<file path="src/rtl/dds_mod_synth_if.sv">
// Sample, configuration and ROM bus of the DDS waveform synthesizer.
// The master side drives stimulus and models the ROMs; the slave side is the synthesizer core.
interface dds_if #(
  parameter int PHASE_W = 16,
  parameter int ADDR_W  = 8,
  parameter int OUT_W   = 8
);
  logic               sample_en;
  logic [2:0]         mode;
  logic               key;
  logic               cfg_we;
  logic [1:0]         cfg_sel;
  logic [PHASE_W-1:0] cfg_data;
  logic               cfg_commit;
  logic [ADDR_W-1:0]  car_addr;
  logic [OUT_W-1:0]   car_data;
  logic [ADDR_W-1:0]  mod_addr;
  logic [OUT_W-1:0]   mod_data;
  logic [OUT_W-1:0]   wave_out;
  logic               wave_valid;

  modport master (
    output sample_en, mode, key, cfg_we, cfg_sel, cfg_data, cfg_commit,
    output car_data, mod_data,
    input  car_addr, mod_addr, wave_out, wave_valid
  );

  modport slave (
    input  sample_en, mode, key, cfg_we, cfg_sel, cfg_data, cfg_commit,
    input  car_data, mod_data,
    output car_addr, mod_addr, wave_out, wave_valid
  );
endinterface

</file>
<file path="src/rtl/dds_mod_synth.sv">
// Multi-mode DDS synthesizer: one phase-continuous carrier accumulator plus a modulator
// accumulator, feeding two external 1-cycle ROMs; sine/AM/FM/ASK/FSK/PSK output shaping.
module dds_mod_synth #(
  parameter int PHASE_W  = 16,
  parameter int ADDR_W   = 8,
  parameter int OUT_W    = 8,
  parameter int FM_SHIFT = 2
) (
  input  logic clk,
  input  logic reset,
  dds_if.slave bus
);
  localparam logic [OUT_W-1:0]  MID  = {1'b1, {(OUT_W-1){1'b0}}};
  localparam logic [ADDR_W-1:0] HALF = {1'b1, {(ADDR_W-1){1'b0}}};
  localparam int                PW   = 2 * OUT_W + 2;

  localparam logic [2:0] MODE_SINE = 3'd0;
  localparam logic [2:0] MODE_AM   = 3'd1;
  localparam logic [2:0] MODE_FM   = 3'd2;
  localparam logic [2:0] MODE_ASK  = 3'd3;
  localparam logic [2:0] MODE_FSK  = 3'd4;
  localparam logic [2:0] MODE_PSK  = 3'd5;

  // FM increment: base tuning word plus the centred, scaled modulator sample.
  function automatic logic [PHASE_W-1:0] fm_inc(input logic [PHASE_W-1:0] f0,
                                                input logic [OUT_W-1:0]   hold);
    logic signed [OUT_W:0]     dev;
    logic signed [PHASE_W-1:0] dev_ext;
    dev     = $signed({1'b0, hold}) - $signed({1'b0, MID});
    dev_ext = PHASE_W'(dev);
    return f0 + (dev_ext <<< FM_SHIFT);
  endfunction

  // AM mix: floor((car - MID) * mod / 2^OUT_W) re-centred; the range never exceeds OUT_W bits.
  function automatic logic [OUT_W-1:0] am_mix(input logic [OUT_W-1:0] car,
                                              input logic [OUT_W-1:0] md);
    logic signed [OUT_W:0] c;
    logic signed [PW-1:0]  prod;
    logic signed [PW-1:0]  scaled;
    c      = $signed({1'b0, car}) - $signed({1'b0, MID});
    prod   = PW'(c) * PW'($signed({1'b0, md}));
    scaled = prod >>> OUT_W;
    return MID + OUT_W'(scaled);
  endfunction

  function automatic logic [OUT_W-1:0] shape(input logic [2:0]       m,
                                             input logic             k,
                                             input logic [OUT_W-1:0] car,
                                             input logic [OUT_W-1:0] md);
    case (m)
      MODE_SINE, MODE_FM, MODE_FSK, MODE_PSK: shape = car;
      MODE_AM:  shape = am_mix(car, md);
      MODE_ASK: shape = k ? car : MID;
      default:  shape = MID;
    endcase
  endfunction

  logic [PHASE_W-1:0] sh_f0_q, sh_f0_d, sh_f1_q, sh_f1_d, sh_mod_q, sh_mod_d;
  logic [PHASE_W-1:0] f0_q, f0_d, f1_q, f1_d, fmod_q, fmod_d;
  logic               pending_q, pending_d;
  logic               load;
  logic [PHASE_W-1:0] inc;
  logic [PHASE_W-1:0] car_acc_q, car_acc_d, mod_acc_q, mod_acc_d;
  logic               vld_p0_q, vld_p0_d, vld_p1_q, vld_p1_d, vld_p2_q, vld_p2_d;
  logic [2:0]         mode_p0_q, mode_p0_d, mode_p1_q, mode_p1_d, mode_p2_q, mode_p2_d;
  logic               key_p0_q, key_p0_d, key_p1_q, key_p1_d, key_p2_q, key_p2_d;
  logic [ADDR_W-1:0]  car_addr_q, car_addr_d, mod_addr_q, mod_addr_d;
  logic [OUT_W-1:0]   wave_out_q, wave_out_d, mod_hold_q, mod_hold_d;
  logic               wave_valid_q, wave_valid_d;

  always_comb begin
    // Configuration: a load takes the pre-write shadow, so a coincident write stays unloaded.
    load      = bus.sample_en && (pending_q || bus.cfg_commit);
    sh_f0_d   = sh_f0_q;
    sh_f1_d   = sh_f1_q;
    sh_mod_d  = sh_mod_q;
    if (bus.cfg_we) begin
      case (bus.cfg_sel)
        2'd0:    sh_f0_d  = bus.cfg_data;
        2'd1:    sh_f1_d  = bus.cfg_data;
        2'd2:    sh_mod_d = bus.cfg_data;
        default: ;
      endcase
    end
    f0_d      = load ? sh_f0_q  : f0_q;
    f1_d      = load ? sh_f1_q  : f1_q;
    fmod_d    = load ? sh_mod_q : fmod_q;
    pending_d = load ? 1'b0 : (pending_q || bus.cfg_commit);

    // Stage E0: accumulators advance with the freshly loaded tuning words
    case (bus.mode)
      MODE_FSK: inc = bus.key ? f1_d : f0_d;
      MODE_FM:  inc = fm_inc(f0_d, mod_hold_q);
      default:  inc = f0_d;
    endcase
    car_acc_d = car_acc_q;
    mod_acc_d = mod_acc_q;
    if (bus.sample_en) begin
      car_acc_d = car_acc_q + inc;
      mod_acc_d = mod_acc_q + fmod_d;
    end
    vld_p0_d  = bus.sample_en;
    mode_p0_d = bus.sample_en ? bus.mode : mode_p0_q;
    key_p0_d  = bus.sample_en ? bus.key  : key_p0_q;

    // Stage E1: ROM addresses from accumulator MSBs, PSK flips the carrier by half a cycle
    car_addr_d = car_addr_q;
    mod_addr_d = mod_addr_q;
    if (vld_p0_q) begin
      car_addr_d = car_acc_q[PHASE_W-1 -: ADDR_W]
                 + (((mode_p0_q == MODE_PSK) && key_p0_q) ? HALF : '0);
      mod_addr_d = mod_acc_q[PHASE_W-1 -: ADDR_W];
    end
    vld_p1_d  = vld_p0_q;
    mode_p1_d = mode_p0_q;
    key_p1_d  = key_p0_q;

    // Stage E2: ROMs register the addresses
    vld_p2_d  = vld_p1_q;
    mode_p2_d = mode_p1_q;
    key_p2_d  = key_p1_q;

    // Stage E3: output shaping and modulator capture for FM
    wave_out_d   = wave_out_q;
    mod_hold_d   = mod_hold_q;
    if (vld_p2_q) begin
      wave_out_d = shape(mode_p2_q, key_p2_q, bus.car_data, bus.mod_data);
      mod_hold_d = bus.mod_data;
    end
    wave_valid_d = vld_p2_q;
  end

  always_ff @(posedge clk) begin
    if (reset) begin
      sh_f0_q      <= '0;
      sh_f1_q      <= '0;
      sh_mod_q     <= '0;
      f0_q         <= '0;
      f1_q         <= '0;
      fmod_q       <= '0;
      pending_q    <= 1'b0;
      car_acc_q    <= '0;
      mod_acc_q    <= '0;
      vld_p0_q     <= 1'b0;
      vld_p1_q     <= 1'b0;
      vld_p2_q     <= 1'b0;
      car_addr_q   <= '0;
      mod_addr_q   <= '0;
      wave_out_q   <= MID;
      wave_valid_q <= 1'b0;
      mod_hold_q   <= MID;
    end else begin
      sh_f0_q      <= sh_f0_d;
      sh_f1_q      <= sh_f1_d;
      sh_mod_q     <= sh_mod_d;
      f0_q         <= f0_d;
      f1_q         <= f1_d;
      fmod_q       <= fmod_d;
      pending_q    <= pending_d;
      car_acc_q    <= car_acc_d;
      mod_acc_q    <= mod_acc_d;
      vld_p0_q     <= vld_p0_d;
      vld_p1_q     <= vld_p1_d;
      vld_p2_q     <= vld_p2_d;
      car_addr_q   <= car_addr_d;
      mod_addr_q   <= mod_addr_d;
      wave_out_q   <= wave_out_d;
      wave_valid_q <= wave_valid_d;
      mod_hold_q   <= mod_hold_d;
    end
  end

  // Mode/key tags only matter alongside a valid bit, so they carry no reset.
  always_ff @(posedge clk) begin
    mode_p0_q <= mode_p0_d;
    mode_p1_q <= mode_p1_d;
    mode_p2_q <= mode_p2_d;
    key_p0_q  <= key_p0_d;
    key_p1_q  <= key_p1_d;
    key_p2_q  <= key_p2_d;
  end

  assign bus.car_addr   = car_addr_q;
  assign bus.mod_addr   = mod_addr_q;
  assign bus.wave_out   = wave_out_q;
  assign bus.wave_valid = wave_valid_q;
endmodule

</file>
<file path="src/flat_wrapper.sv">
// flat-port wrapper written by rule: the top's interface ports become plain ports
module dds_mod_synth_flat 
#(
  parameter int PHASE_W  = 16,
  parameter int ADDR_W   = 8,
  parameter int OUT_W    = 8,
  parameter int FM_SHIFT = 2
)
  (clk, reset, bus_sample_en, bus_mode, bus_key, bus_cfg_we, bus_cfg_sel, bus_cfg_data, bus_cfg_commit, bus_car_data, bus_mod_data, bus_car_addr, bus_mod_addr, bus_wave_out, bus_wave_valid);
  dds_if #(.PHASE_W(PHASE_W), .ADDR_W(ADDR_W), .OUT_W(OUT_W)) bus_i ();
  input  logic clk;
  input  logic reset;
  input wire logic [$bits(bus_i.sample_en)-1:0] bus_sample_en;
  input wire logic [$bits(bus_i.mode)-1:0] bus_mode;
  input wire logic [$bits(bus_i.key)-1:0] bus_key;
  input wire logic [$bits(bus_i.cfg_we)-1:0] bus_cfg_we;
  input wire logic [$bits(bus_i.cfg_sel)-1:0] bus_cfg_sel;
  input wire logic [$bits(bus_i.cfg_data)-1:0] bus_cfg_data;
  input wire logic [$bits(bus_i.cfg_commit)-1:0] bus_cfg_commit;
  input wire logic [$bits(bus_i.car_data)-1:0] bus_car_data;
  input wire logic [$bits(bus_i.mod_data)-1:0] bus_mod_data;
  output wire logic [$bits(bus_i.car_addr)-1:0] bus_car_addr;
  output wire logic [$bits(bus_i.mod_addr)-1:0] bus_mod_addr;
  output wire logic [$bits(bus_i.wave_out)-1:0] bus_wave_out;
  output wire logic [$bits(bus_i.wave_valid)-1:0] bus_wave_valid;
  assign bus_i.sample_en = bus_sample_en;
  assign bus_i.mode = bus_mode;
  assign bus_i.key = bus_key;
  assign bus_i.cfg_we = bus_cfg_we;
  assign bus_i.cfg_sel = bus_cfg_sel;
  assign bus_i.cfg_data = bus_cfg_data;
  assign bus_i.cfg_commit = bus_cfg_commit;
  assign bus_i.car_data = bus_car_data;
  assign bus_i.mod_data = bus_mod_data;
  assign bus_car_addr = bus_i.car_addr;
  assign bus_mod_addr = bus_i.mod_addr;
  assign bus_wave_out = bus_i.wave_out;
  assign bus_wave_valid = bus_i.wave_valid;
  dds_mod_synth #(.PHASE_W(PHASE_W), .ADDR_W(ADDR_W), .OUT_W(OUT_W), .FM_SHIFT(FM_SHIFT)) u_core (.clk(clk), .reset(reset), .bus(bus_i));
endmodule
</file>
<file path="config.mk">
export PLATFORM = sky130hd
export DESIGN_NAME = dds_mod_synth_flat
export DESIGN_NICKNAME = d
export VERILOG_FILES = /design/src/rtl/dds_mod_synth_if.sv /design/src/rtl/dds_mod_synth.sv /design/src/flat_wrapper.sv
export SDC_FILE = /design/constraint.sdc
export NUM_CORES = 1
export LEC_CHECK = 0
export BUFFER_PORTS_ARGS = -buffer_cell sky130_fd_sc_hd__buf_2
export CORE_ASPECT_RATIO = 1.2
export CORE_UTILIZATION = 46
export CTS_CLUSTER_SIZE = 24
export DETAILED_ROUTE_END_ITERATION = 8
export PLACE_DENSITY_LB_ADDON = 0.1
export SYNTH_ARGS = -nofsm -noshare
export SYNTH_HDL_FRONTEND = slang
export SYNTH_SLANG_ARGS = --single-unit
export TNS_END_PERCENT = 30
</file>
<file path="constraint.sdc">
create_clock -name clk -period 5.5 [get_ports clk]
set_input_delay 0.55 -clock clk [delete_from_list [all_inputs] [get_ports clk]]
set_output_delay 0.55 -clock clk [all_outputs]
set_load 0.005 [all_outputs]
</file>
# Word-level counts from Yosys, hierarchy flattened
# Cells that the tools add are included.
[word_totals] reg_bits=177 inputBits=43 out_inout_bits=25 elab_cells=59
[op_classes] add_sub_neg=7 multipliers=1 n_eq_ne=10 n_mux=8 n_reduce_logical=10
[ops] cell="16-bit two-way mux" n=4
[ops] cell="16-bit adder" n=3
[ops] cell="16-bit case mux with 2 select lines" n=1
[ops] cell="8-bit case mux with 3 select lines" n=1
[ops] cell="8-bit by 8-bit subtractor with 9-bit output, second input constant" n=2
[ops] cell="9-bit by 9-bit multiplier with 16-bit output" n=1
[ops] cell="8-bit two-way mux" n=2
[ops] cell="3-bit equality test, second input constant" n=4
[ops] cell="3-bit by 2-bit equality test with 1-bit output, second input constant" n=3
[ops] cell="8-bit adder" n=1
[ops] cell="8-bit adder, first input constant" n=1
[ops] cell="2-bit AND reduction" n=3
[ops] cell="4-bit OR reduction" n=1
[ops] cell="3-bit by 1-bit equality test with 1-bit output, second input constant" n=1
[ops] cell="3-bit logical NOT" n=1
[ops] cell="2-bit by 1-bit equality test with 1-bit output, second input constant" n=1
[ops] cell="2-bit equality test, second input constant" n=1
[ops] cell="1-bit logical AND" n=2
[ops] cell="2-bit logical NOT" n=1
[ops] cell="2-bit OR reduction" n=1
[ops] cell="1-bit logical OR" n=1

# Longest topological paths before layout
# Gate-level depths: netlist of run 1.
[logic_depth] ltp_word=6 mapped_depth=27 depth_no_buf=24

# Worst setup path after synthesis of run 1
# No wires, ideal clock.
[synth_timing] path_type="in2reg" start="in bus_sample_en" end="reg u_core.car_acc_q[15]" setup_time_ns=0.070 arrival_ns=5.316 required_ns=5.430 path_slack_ns=0.113 cell_stages=27 n_path_buf=3 cell_sequence="clkbuf_1 o21ai_1 clkbuf_1 buf_1 mux2i_1 inv_1 ha_1 inv_1 fa_1 nor2b_1 o21ai_0 a21oi_1 o21a_1 o21ai_0 nand2_1 a21oi_1 xnor2_1 a21o_1 ha_1 and2_1 a31oi_1 o21ai_0 o41ai_2 o21ai_0 xor2_1 a21o_1 a21oi_1"
[synth_via] elab_chain_len=5 elab_cells_between_ends=7 cone_classes="add/sub: 2; mux: 4; reduce/logical: 1"
[synth_rtl] item="start, declared" line="flat_wrapper.sv:13" text="input wire logic [$bits(bus_i.sample_en)-1:0] bus_sample_en;"
[synth_rtl] item="1-bit logical AND *" line="dds_mod_synth.sv:73" text="load = bus.sample_en && (pending_q || bus.cfg_commit);"
[synth_rtl] item="16-bit two-way mux *" line="dds_mod_synth.sv:85" text="f0_d = load ? sh_f0_q : f0_q;"
[synth_rtl] item="net u_core.f0_d[2]" line="dds_mod_synth.sv:59" text="logic [PHASE_W-1:0] f0_q, f0_d, f1_q, f1_d, fmod_q, fmod_d;"
[synth_rtl] item="16-bit adder or 16-bit two-way mux (tied branches)" line="dds_mod_synth.sv:31, dds_mod_synth.sv:92"
[synth_rtl] item="16-bit case mux with 2 select lines *" line="dds_mod_synth.sv:91" text="case (bus.mode)"
[synth_rtl] item="16-bit adder *" line="dds_mod_synth.sv:99" text="car_acc_d = car_acc_q + inc;"
[synth_rtl] item="end signal, assigned" line="dds_mod_synth.sv:160" text="car_acc_q <= car_acc_d;"
[synth_rtl] item="end, declared" line="dds_mod_synth.sv:63" text="logic [PHASE_W-1:0] car_acc_q, car_acc_d, mod_acc_q, mod_acc_d;"
# The timed path passes the listed nets; every way through them passes the cells marked *.
# A chain may end at the register's enable or synchronous reset.

# Worst setup path after layout of run 1
[layout_timing] start="reg u_core.pending_q" end="reg u_core.car_acc_q[15]"
[layout_via] elab_chain_len=6 elab_cells_between_ends=8 cone_classes="add/sub: 2; mux: 4; reduce/logical: 2"
[layout_rtl] item="start, declared" line="dds_mod_synth.sv:60" text="logic pending_q, pending_d;"
[layout_rtl] item="start signal, assigned" line="dds_mod_synth.sv:159" text="pending_q <= pending_d;"
[layout_rtl] item="1-bit logical OR *" line="dds_mod_synth.sv:73"
[layout_rtl] item="1-bit logical AND *" line="dds_mod_synth.sv:73"
[layout_rtl] item="16-bit two-way mux (on tied branches)" line="dds_mod_synth.sv:85, dds_mod_synth.sv:86"
[layout_rtl] item="16-bit adder or 16-bit two-way mux (tied branches)" line="dds_mod_synth.sv:31, dds_mod_synth.sv:92"
[layout_rtl] item="16-bit case mux with 2 select lines *" line="dds_mod_synth.sv:91"
[layout_rtl] item="16-bit adder *" line="dds_mod_synth.sv:99"
# Mark *: on every way between the ends. The rest lies on a longest branch, timed or not.

==> summary by stage, run 1 <==
Route
The wire length per cell after detailed routing is 16.4 um. In this run the remaining antenna-violating nets after routing total 0. After the first detailed-routing iteration, the DRC count stood at 306. For this run, design rule violations remaining after detail routing come to 0.

Summed over all layers, the routed wires come to 25.0 mm. The via count of the routed design is 8057. The routed length on met2 is 13.1 mm.

For this block, wires on met1 add up to 10.7 mm. For this run, the detailed router's first-pass iteration total came to 4. In the detailed route, the total length drawn on met3 is 697 um. The number of vias per cell is 5.28.

Signal routing reaches up to met4.

STA
At the pin with the least slew margin, the transition time is 1060 ps. The final number of max-transition violations is 0. The final critical-path share of the clock period is 86.5%. The sum of negative setup slack is 0 ps. Clock skew on the completed layout was measured at 17.7 ps. The final setup slack of the worst path is 742 ps. The post-layout minimum cycle time is 4760 ps.

Setup violations remaining at the end of the flow were counted as 0. The number of hold-slack violations in the final timing report came to 0. The worst slew margin relative to its limit is 29.4%.

Setup repair after global routing left no endpoint under its margin. Static timing analysis puts the maximum clock frequency at 0.210 GHz.

Yosys
The sequential share of the synthesized area is 34.2%. The fraction of post-synthesis cell area in the top cell type by area is 33.0%. Synthesis produced a netlist whose cell count is 1184. The post-synthesis instance area is 10500 um^2. Yosys attributes the largest share of cell area to dfxtp_1, fa_1, ha_1, mux2i_1, nand2_1.

The synthesized netlist net count is 1353. Summed over all instances, the cell type with the most area after synthesis is dfxtp_1. For this run, the leading register cell type out of synthesis is dfxtp_1.

The number of warning messages in the yosys log is 0. The number of different library cells in the post-synthesis netlist is 62. The number of flops mapped to enable cells by yosys is 4.

The post-synthesis register bit count is 177. The average footprint of a synthesized cell is 8.86 um^2. After synthesis, the share of flip-flops with an asynchronous set or reset is 0%.

Clock tree
Once the clock tree was built, the resizer swapped 0 gates to a different size. The number of levels in the clock H-tree is 4. The tree is rooted in a clkbuf_16. At the later pin of the worst-skew pair, clock insertion delay measures 440 ps. Buffers added to address setup during post-CTS repair amount to 0. The number of buffers created by CTS is 17. The hold-fix buffer count after cts is 0. No sink is reached through more buffers than the 2 on the longest clock path.

The clock tree from TritonCTS is built. The clock drives 177 sinks. The clock transition time at the flip-flop clock pins of the worst setup and hold paths is 70 ps.

Cells and area
The area overhead of the layout relative to synthesis is 11.2%. The final layout contains 1401 nets. The number of filler cells placed in the layout is 2200.

Excluding fillers, the count of instances in the completed layout stands at 1525. Cells with a size suffix above 1 make up 10.7% of the layout.

Power and ir drop
The switching share of power is 32.3%. The power share of the sequential group is 38.7%. The power density of the placed cells is 298 nW/um^2.

The net switching power figure is 1.12 mW. The combinational fraction of design power is 27.4%. The worst supply voltage drop on vdd is 0.000230 V. The internal portion of the total power is 2.35 mW. The share of total power dissipated in the clock network is 33.8%. The static power due to leakage is 5.46 nW.

Worst setup path
Of all nets on the critical path, the largest fanout is 12. The type of destination of the critical path is a register. The critical path is of the register to register type.

Data on the critical path is required at its endpoint by 5860 ps. The kind of start point of the critical path is a register. The data arrival time of the critical path is 5120 ps.

GRT
The largest net degree at the start of global routing is 101. The total global routing overflow is 0. The overall routing resource usage is 22.2%.

The initial antenna violation count is 1. The first global-routing pass estimated 41.0 mm of wire. The via count of the first global-routing pass was 7995.

Floorplan
The die covers 23400 um^2. The total area inside the core boundary comes to 22400 um^2. The die is 140 um wide. Measured along the y axis, the die boundary spans 167 um. For this design the top-level I/O count stands at 68. The initial cell density of the core is 46.9%. The floorplan has 60 rows.

Flow run
The max-cap violation count is 0.

Hold path
The kind of path behind the tightest hold check is register to register.

Placement
The number of placed instances, taps included, is 1492. During placement, the flow inserted port buffers numbering 67. The worst setup slack after placement is 386 ps.

Once detailed placement completed, the half-perimeter wirelength came to 18.6 mm. The global placer's final weighted congestion is 0.849.

Outcome
The flow ran to the end, and the final reports show no timing, DRC or antenna violations.
worst max-delay path, cell delays in order, from the launching register on:
cell and delay (ps):
dfxtp_1 330, o21ai_4 220, buf_4 300, mux2i_1 380, fa_1 280, nor2b_1 50
o21ai_0 210, a21oi_1 130, o21a_1 190, o21ai_0 270, nand2_1 90, a21oi_1 170
xnor2_1 90, a21o_1 210, ha_1 340, and2_1 200, a31oi_1 120, o21ai_0 140
o41ai_2 320, o21ai_0 170, xor2_1 170, a21o_1 190, a21oi_1 110
through the flow:
step	power, mW	hold slack [ps]	instance area, um^2	util (%)
2_1_floorplan	2.10	310	10500	-
3_3_place_gp	2.33	311	11100	49.5
3_5_place_dp	2.34	313	11100	49.5
4_1_cts	3.52	326	11700	52.1
5_1_grt	3.71	332	11700	52.1
6_report	3.47	319	11700	52.1
cells in the final DEF, fill, tap and decap left out, drive strengths merged, types with 7 or more instances in the layout:
cell type,instances
dfxtp,173
nand2,152
nor2,126
inv,113
a21oi,84
buf,77
mux2i,76
ha,72
and2,56
fa,54
xnor2,35
o21ai,26
clkbuf,19
nor3,17
mux2,15
nand3,11
o221ai,9
a21o,9
nor2b,8
xor2,8
a211oi,7
power groups by stage:
| stage | combinational (mW) | clock [mW] | sequential, mW |
|---|---|---|---|
| after floorplan | 0.740 | 0 | 1.36 |
| after global placement | 0.955 | 0 | 1.37 |
| after detailed placement | 0.970 | 0 | 1.37 |
| after CTS | 0.975 | 1.20 | 1.34 |
| after global routing | 1.11 | 1.25 | 1.35 |
| final | 0.952 | 1.17 | 1.34 |
state kept, by name, summed over array words and instances, names as in the netlist:
| name | flops |
|---|---|
| u_core.key_p1_q | 1 |
| u_core.vld_p2_q | 1 |
| u_core.vld_p1_q | 1 |
| u_core.mode_p2_q | 3 |
| u_core.sh_mod_q | 16 |
| u_core.mod_acc_q | 16 |
| u_core.f1_q | 16 |
| u_core.mode_p1_q | 3 |
| u_core.fmod_q | 16 |
| u_core.bus.wave_out | 8 |
| u_core.key_p2_q | 1 |
| u_core.bus.mod_addr | 8 |
| u_core.f0_q | 16 |
| u_core.car_acc_q | 16 |
| u_core.mod_hold_q | 8 |
| u_core.bus.wave_valid | 1 |
| u_core.sh_f1_q | 16 |
| u_core.bus.car_addr | 8 |
| u_core.vld_p0_q | 1 |
| u_core.pending_q | 1 |
| u_core.key_p0_q | 1 |
| u_core.sh_f0_q | 16 |
| u_core.mode_p0_q | 3 |
cells by family after synthesis:
logic type	share of synthesized area [%]
AND/OR/NAND/NOR	17.5
AO/OA/AOI/OAI	11.4
adder cells (fa/ha/maj)	18.9
buffers and inverters	5.58
multiplexers	8.87
flip-flops	34.2
XOR/XNOR	3.59
cell usage after synthesis, drive strengths merged (26+ instances only):
| cell | instances |
|---|---|
| a21oi | 84 |
| and2 | 56 |
| clkbuf | 38 |
| dfxtp | 173 |
| fa | 54 |
| ha | 72 |
| inv | 106 |
| mux2i | 76 |
| nand2 | 152 |
| nor2 | 126 |
| o21ai | 26 |
| xnor2 | 35 |
per-layer routing:
| layer | track usage (%) | vias up |
|---|---|---|
| li1 | - | 4042 |
| met2 | 41.7 | 117 |
| met4 | 6.64 | 0 |
| met1 | 25.9 | 3872 |
| met5 | 0 | - |
| met3 | 3.23 | 26 |
worst paths after layout:
path	startpoint	end	slack (ps)	cells after the start
hold / removal	u_core.key_p1_q$_DFF_P_	u_core.key_p2_q$_DFF_P_	320	0
setup reg to reg	u_core.pending_q$_SDFF_PP0_	u_core.car_acc_q[15]$_SDFFE_PP0P_	740	22
hold reg to reg	u_core.key_p1_q$_DFF_P_	u_core.key_p2_q$_DFF_P_	320	0
setup / recovery	u_core.pending_q$_SDFF_PP0_	u_core.car_acc_q[15]$_SDFFE_PP0P_	740	22
cell type report:
cell class              count  area, um^2  area share (%)
diodes                      1        2.50          0.0215
clock buffers              19         453            3.89
clock inverters            13         119            1.02
inverters                 108         405            3.48
multi-input cells         851        6330            54.3
flip-flops and latches    177        3580            30.7
well taps                 279         349            2.99
repair buffers             77         413            3.54
Power figures use the tool's default switching activity.
==> run 2: changes to the inputs <==
- ABC_AREA: unset -> 1
==> summary by stage, run 2 <==
Worst setup path
In this run the number of cells on the critical path is 23. STA puts the critical path data required time at 5870 ps. By startpoint and endpoint, the worst setup path is classified as input port to register. The worst register-to-register path begins at u_core.pending_q$_SDFF_PP0_. The critical-path cell with the highest stage delay is fa_1. Traced cell by cell, the critical path runs through buf_2 > inv_1 > nor2_1 > inv_1 > fa_1 > inv_1 > fa_1 > inv_1 > fa_1 > inv_1 > fa_1 > ha_1 > a21oi_1 > nor2_1 > nor2_1 > inv_1 > a21oi_1 > nand2_1 > nand2_1 > nand2_1 > o21ai_1 > nand2_1 > a21oi_1. For the worst flop-to-flop path, the logic depth is 23.

The kind of start point of the critical path is an input port. The largest stage delay on the critical path is 520 ps. The slack of the worst reg-to-reg path is 1150 ps. The most used cell along the critical path is inv_1. The number of buffer and inverter stages on the critical path is 7.

In this run the worst setup path begins at bus_mod_data[0]. The endpoint of the worst register-to-register path is u_core.car_acc_q[15]$_SDFFE_PP0P_. The largest fanout on the critical path is 7.

The type of destination of the critical path is a register. The kind of cell with the highest combined delay along the critical path is adder cells. The data arrival time of the critical path is 4730 ps.

The capture point of the critical path is u_core.bus.wave_out[6]$_SDFFE_PP0P_.

STA
The sum of negative setup slack is 0 ps. The achievable frequency is 0.229 GHz. Setup violations remaining at the end of the flow were counted as 0.

Measured against its own limit, the worst slew margin works out to 39.9%. The final setup slack of the worst path is 1140 ps. The post-layout minimum cycle time is 4360 ps. The final critical-path share of the clock period is 79.3%.

The actual slew at the worst max-slew pin is 899 ps. The number of hold-slack violations in the final timing report is 0. Setup repair after global routing left no endpoint under its margin. The clock skew is 18.7 ps. The final number of max-transition violations is 0.

Clock tree
After clock tree synthesis, the clock-pin slew on the worst setup and hold paths is 70 ps. The number of buffers created by CTS is 17. The number of setup buffers added after CTS is 0.

The later pin in the worst-skew pair is clocked with a latency of 450 ps. The clock sink count is 177. The number of gates resized after cts is 0. TritonCTS built the clock tree.

The root buffer cell chosen for the clock tree is clkbuf_16. The hold-fix buffer count after cts is 0. The H-tree generated during clock tree synthesis spans 4 levels. The maximum buffer depth of the clock tree is 2.

Yosys
After synthesis, the netlist uses 51 different library cells. When the netlist entered floorplanning its net count stood at 1683. Sequential cells were found to cover 32.3% of the synthesized design area. After synthesis, the mean cell area works out to 7.32 um^2. The number of warning messages in the yosys log is 0. The instance count of the mapped netlist is 1514. For this run, asynchronously set or reset flops after synthesis account for 0%. The fraction of post-synthesis cell area in the top cell type by area is 31.3%.

After synthesis, the most frequently instantiated cells are nand2_1, inv_1, nor2_1. The synthesized design contains 4 enable-type register cells. The library cell occupying the most area in the post-synthesis netlist is dfxtp_1. The post-synthesis register bit count is 177. The post-synthesis instance area is 11100 um^2. The prevailing post-synth register cell is dfxtp_1. Among all cell types in the netlist, the one instantiated most often is nand2_1. Sorting the synthesized cells by area gives the leading types as dfxtp_1, fa_1, nand2_1, inv_1, ha_1.

GRT
The largest net degree at the start of global routing is 59. The total global routing overflow is 0. Global routing consumed, over all layers together, 23.9% of the routing resources. The first-pass GRT wire length is 44.8 mm. The via count of the first global-routing pass is 8987. The initial antenna violation count is 0.

Route
The DRC violation count after routing is 0. In the final routing, the length of wire on met1 measures 11.6 mm. In this run the top signal layer used is met4.

The routed wire length is 28.0 mm. The routed design uses 782 um of met3 wire. The violation count after the first detailed-route iteration is 433.

The via count of the routed design is 9442. The number of nets with antenna violations after routing is 0. Using the TritonRoute via totals, the vias-per-cell ratio works out to 5.01. The routed design uses 14.8 mm of met2 wire. The count of TritonRoute iterations in the first routing pass is 5. The wire length per cell after detailed routing is 14.9 um.

Cells and area
In the layout the commonest cells are nand2_1, inv_1, nor2_1. The share of cells above drive strength 1 is 8.42%. The most common cell after layout, fill and taps aside is nand2_1.

Compared with the post-synthesis result, the final layout area differs by 10.7%. The total inserted antenna cells is 0. The final layout contains 1724 nets. Summing all non-filler instances in the final layout gives an area of 12300 um^2. The fraction of the core area covered by cells at the end of the flow is 52.3%.

Placement
The HPWL after detailed placement is 21.3 mm. The cell area after placement is 11700 um^2. At the end of routability-driven placement, the weighted congestion stood at 0.867.

During placement, the flow inserted port buffers numbering 67. OpenSTA, run right after detailed placement, puts the worst setup slack at 669 ps.

Power and ir drop
Dividing total power by cell area gives a power density of 325 nW/um^2. The worst supply voltage drop on vdd is 0.000226 V. The static power due to leakage is 6.29 nW.

Floorplan
In this run the count of I/O pins placed on the die edge is 68. The initialized floorplan defines 61 standard-cell rows. The initial cell density of the core is 47.3%. The die is 144 um wide. In this run the standard cell core region covers 23400 um^2.

The floorplan step set the die height to 172 um. The total die area is 24700 um^2.

Hold path
The kind of path behind the tightest hold check is register to register.

Flow run
The max-cap violation count is 0.

Outcome
The run finished with clean final reports.
## run 2: cell types whose count changed in the layout (fill, tap and decap cells not counted), moves of 12 or more
cell and change:
a21oi_1 +12, mux2i_1 -57, xnor2_1 -28, and2_1 -55, o21ai_0 +114, o21ai_1 +21
nor2_1 +73, mux2_2 -15, nand3_1 +37, inv_1 +147, nand2_1 +123
## run 2: final cells by class
type                            instances  area, um^2
Tap cell                              315         394
Clock inverter                         14         170
Multi-Input combinational cell       1024        6290
Fill cell                            2362       11200
Clock buffer                           18         439
Timing Repair Buffer                   77         423
Inverter                              258         968
Sequential cell                       177        3580
## run 2: per-stage QoR
| step | hold slack [ps] | total power [mW] | cells |
|---|---|---|---|
| final | 327 | 3.98 | 1883 |
| after global routing | 313 | 4.29 | 1883 |
| after CTS | 312 | 4.02 | 1883 |
| after detailed placement | 312 | 2.77 | 1851 |
| after global placement | 313 | 2.75 | 1851 |
| after floorplan | 310 | 2.45 | 1514 |
## run 2: kinds of logic (layout without fill, tap and decap cells)
logic type               count (synthesis)  after routing  share of synthesized area (%)
adder cells (fa/ha/maj)                126            126                           17.9
AND/OR/NAND/NOR                        557            557                           20.6
multiplexers                            19             19                           1.72
AO/OA/AOI/OAI                          304            304                           15.1
flip-flops                             177            177                           32.3
buffers and inverters                  313            367                           10.9
XOR/XNOR                                18             18                           1.42
## run 2: worst min-delay path by stage
stage | from | to | slack [ps] | depth (start not counted)
6_report | u_core.mode_p1_q[0]$_DFF_P_ | u_core.mode_p2_q[0]$_DFF_P_ | 330 | 0
5_1_grt | bus_mode[1] | u_core.mode_p0_q[1]$_DFFE_PP_ | 310 | 1
4_1_cts | bus_mode[1] | u_core.mode_p0_q[1]$_DFFE_PP_ | 310 | 1
3_5_place_dp | u_core.mode_p1_q[0]$_DFF_P_ | u_core.mode_p2_q[0]$_DFF_P_ | 310 | 0
3_3_place_gp | u_core.mode_p1_q[0]$_DFF_P_ | u_core.mode_p2_q[0]$_DFF_P_ | 310 | 0
2_1_floorplan | u_core.key_p1_q$_DFF_P_ | u_core.key_p2_q$_DFF_P_ | 310 | 0
## run 2: worst reg2reg max path: cells and delay by family (launching register included)
family                     cells  cell delay (ps)
AOI/OAI and AO/OA              8             1980
adders and majority gates      2              620
buffers and inverters          1              350
DFF                            1              340
and+or+nand+nor               12              970
## run 2: routing by layer
layer / GRT usage [%] / vias up
met2: 45.1 / 142
li1: - / 4892
met5: 0 / -
met3: 3.43 / 48
met1: 26.6 / 4360
met4: 10.0 / 0
## run 2: power breakdown
part,internal (mW),switching [mW]
combinational,0.493,0.841
clock,0.662,0.587
sequential,1.36,0.0376
total,2.51,1.47
==> run 3: changes to the inputs <==
- clock period: 5.5 -> 4.2 ns (I/O delays scaled with it)
==> summary by stage, run 3 (same netlist as run 2, synthesis figures left out) <==
Cells and area
The net count reported at finish is 1792. 0 antenna diodes ended up in the layout. The fraction of the core area covered by cells at the end of the flow is 54.5%.

The multi-input combinational cells in the finished layout cover a total of 6320 um^2. The top cell types in the final layout, fill and taps aside, are nand2_1, inv_1, nor2_1. Leaving out fill and tap cells, the most frequent cell in the layout is nand2_1. The share of cells above drive strength 1 is 12.9%. Across the whole layout, storage elements account for 3580 um^2. The count of cells in the finished layout, fillers not included, comes to 1951. Fill cells in the final layout number 2315.

Compared with the post-synthesis result, the final layout area differs by 15.3%.

Placement
The global placer's final weighted congestion is 0.878. The number of input and output port buffers inserted is 67. Including well taps, the total number of placed cells is 1918. Detailed placement ended at an HPWL of 22.1 mm.

GRT
The first global-routing pass estimated 45.8 mm of wire. Summed over all layers, the global routing overflow is 0. The via count of the first global-routing pass is 9309. The initial antenna violation count is 0. The overall routing resource usage is 24.2%. Entering global routing, the biggest net connects 53 pins.

Worst setup path
The worst setup path is captured at a register. The kind of cell adding the most delay to the critical path is adder cells. The largest stage delay on the critical path is 520 ps. The critical path contains buffers and inverters numbering 7 combined. The largest fanout on the critical path is 4. The class of the most critical setup path is input port to register. The data arrival time of the critical path is 4350 ps.

Walking the worst path, the cells encountered are buf_2 > inv_1 > nor2_1 > inv_2 > fa_1 > inv_1 > fa_1 > inv_1 > fa_1 > inv_1 > fa_1 > ha_1 > buf_4 > nand4_1 > nor3_1 > nand4_1 > nand3_1 > nand2_1 > o21ai_0 > nand2_1 > a21oi_1. The required time reported for the critical path endpoint is 4580 ps. The critical-path cell with the highest stage delay is fa_1. The worst setup path is launched from an input port.

Clock tree
In this run the number of H-tree levels came out at 4. The clock sink count is 177. The number of hold buffers added after CTS was 0. The buffer cell driving the clock tree root is clkbuf_16. TritonCTS built the clock tree. The later pin in the worst-skew pair is clocked with a latency of 440 ps. Clock-pin slew was measured on the worst setup and hold paths at 80 ps. The number of buffers created by CTS is 17. The maximum buffer depth of the clock tree is 2.

Floorplan
The die outline width is 144 um. Once the floorplan was initialized, standard cells occupied 47.3% of the core. In this run the vertical extent of the chip is 172 um. In this run the standard cell core region covers 23400 um^2. The count of boundary I/O pins is 68. The floorplan step defined a die boundary enclosing 24700 um^2. In this run the core area contains 61 standard-cell rows.

STA
Setup violations remaining at the end of the flow were counted as 0. The final number of max-transition violations is 0. The number of hold-slack violations in the final timing report came to 0. The post-layout minimum cycle time is 3960 ps. Between clock sinks in the finished design, the worst skew comes to 9.53 ps. In the finished design, the share of the clock period the worst path needs comes to 94.4%. For the pin with the worst max-slew slack, the measured transition is 943 ps.

Measured against its own limit, the worst slew margin works out to 37.0%. Derived from the worst setup path, the maximum achievable clock frequency is 0.252 GHz. Setup repair after global routing left no endpoint under its margin.

Outcome
The flow ran to the end, and the final reports show no timing, DRC or antenna violations.

Hold path
In this run the worst hold path is classified as input port to register.

Route
Dividing the detail-routed wire length by the instance count gives 14.6 um. The via count of the routed design is 9658. The detail route stage leaves a number of antenna-violating nets equal to 0. The first detailed-routing pass took 5 iterations. The DRC violation count after routing is 0. Wires add up to 28.4 mm.

The number of vias per cell is 4.95. The violation count after the first detailed-route iteration is 414.

Power and ir drop
The worst supply voltage drop on vdd is 0.000302 V. The static power due to leakage is 6.61 nW. Dividing total power by cell area gives a power density of 429 nW/um^2.

Flow run
Across the run, the number of max-cap violations was 0.
run 3: cell types whose count changed in the layout (fill, tap and decap cells not counted), moves of 4 or more:
cell,previous run,this run
o21ai_1,22,26
a21oi_1,96,91
o21ai_0,138,134
a21oi_2,0,5
buf_4,9,76
run 3: worst paths after layout:
check,start,end,slack [ps],cells past startpoint
worst max-delay path,bus_mod_data[0],u_core.bus.wave_out[5]$_SDFFE_PP0P_,240,21
worst min-delay path,bus_mode[1],u_core.mode_p0_q[1]$_DFFE_PP_,180,1
worst max register to register,u_core.pending_q$_SDFF_PP0_,u_core.car_acc_q[14]$_SDFFE_PP0P_,310,23
worst min register to register,u_core.mode_p1_q[2]$_DFF_P_,u_core.mode_p2_q[2]$_DFF_P_,330,0
run 3: timing repair:
action                                  in CTS  in global routing
endpoints found under the setup margin       0                  8
setup buffers                                0                  1
endpoints found under the hold margin        0                  0
gates resized for setup                      0                 17
run 3: final cells by class:
type | instances | area share [%]
repair buffers | 145 | 7.27
inverters | 258 | 7.58
multi-input cells | 1024 | 49.5
clock inverters | 14 | 1.07
clock buffers | 18 | 3.44
well taps | 315 | 3.09
flip-flops and latches | 177 | 28.1
run 3: layer usage:
metal | GRT usage, % | up-vias | wire [um]
met5 | 0 | - | 0
met4 | 10.7 | 0 | 1070
met3 | 3.21 | 54 | 679
met2 | 45.6 | 140 | 14800
met1 | 26.8 | 4437 | 11800
li1 | - | 5027 | -
run 3: report_power, final:
| group | switching, mW | internal [mW] | total, mW |
|---|---|---|---|
| Combinational | 1.19 | 0.905 | 2.10 |
| Sequential | 0.0472 | 1.78 | 1.83 |
| Clock | 0.752 | 0.805 | 1.56 |
run 3: stage by stage:
| step | worst slack (ps) | hold WS [ps] | instance area [um^2] | setup TNS, ps | total power [mW] |
|---|---|---|---|---|---|
| floorplan | 4.07 | 310 | 11100 | 0 | 3.20 |
| global placement | -230 | 312 | 12100 | -969 | 3.87 |
| detailed placement | -286 | 314 | 12100 | -1450 | 3.90 |
| CTS | 150 | 167 | 12700 | 0 | 5.47 |
| global route | 0.171 | 165 | 12800 | 0 | 5.91 |
| finish | 236 | 179 | 12800 | 0 | 5.48 |
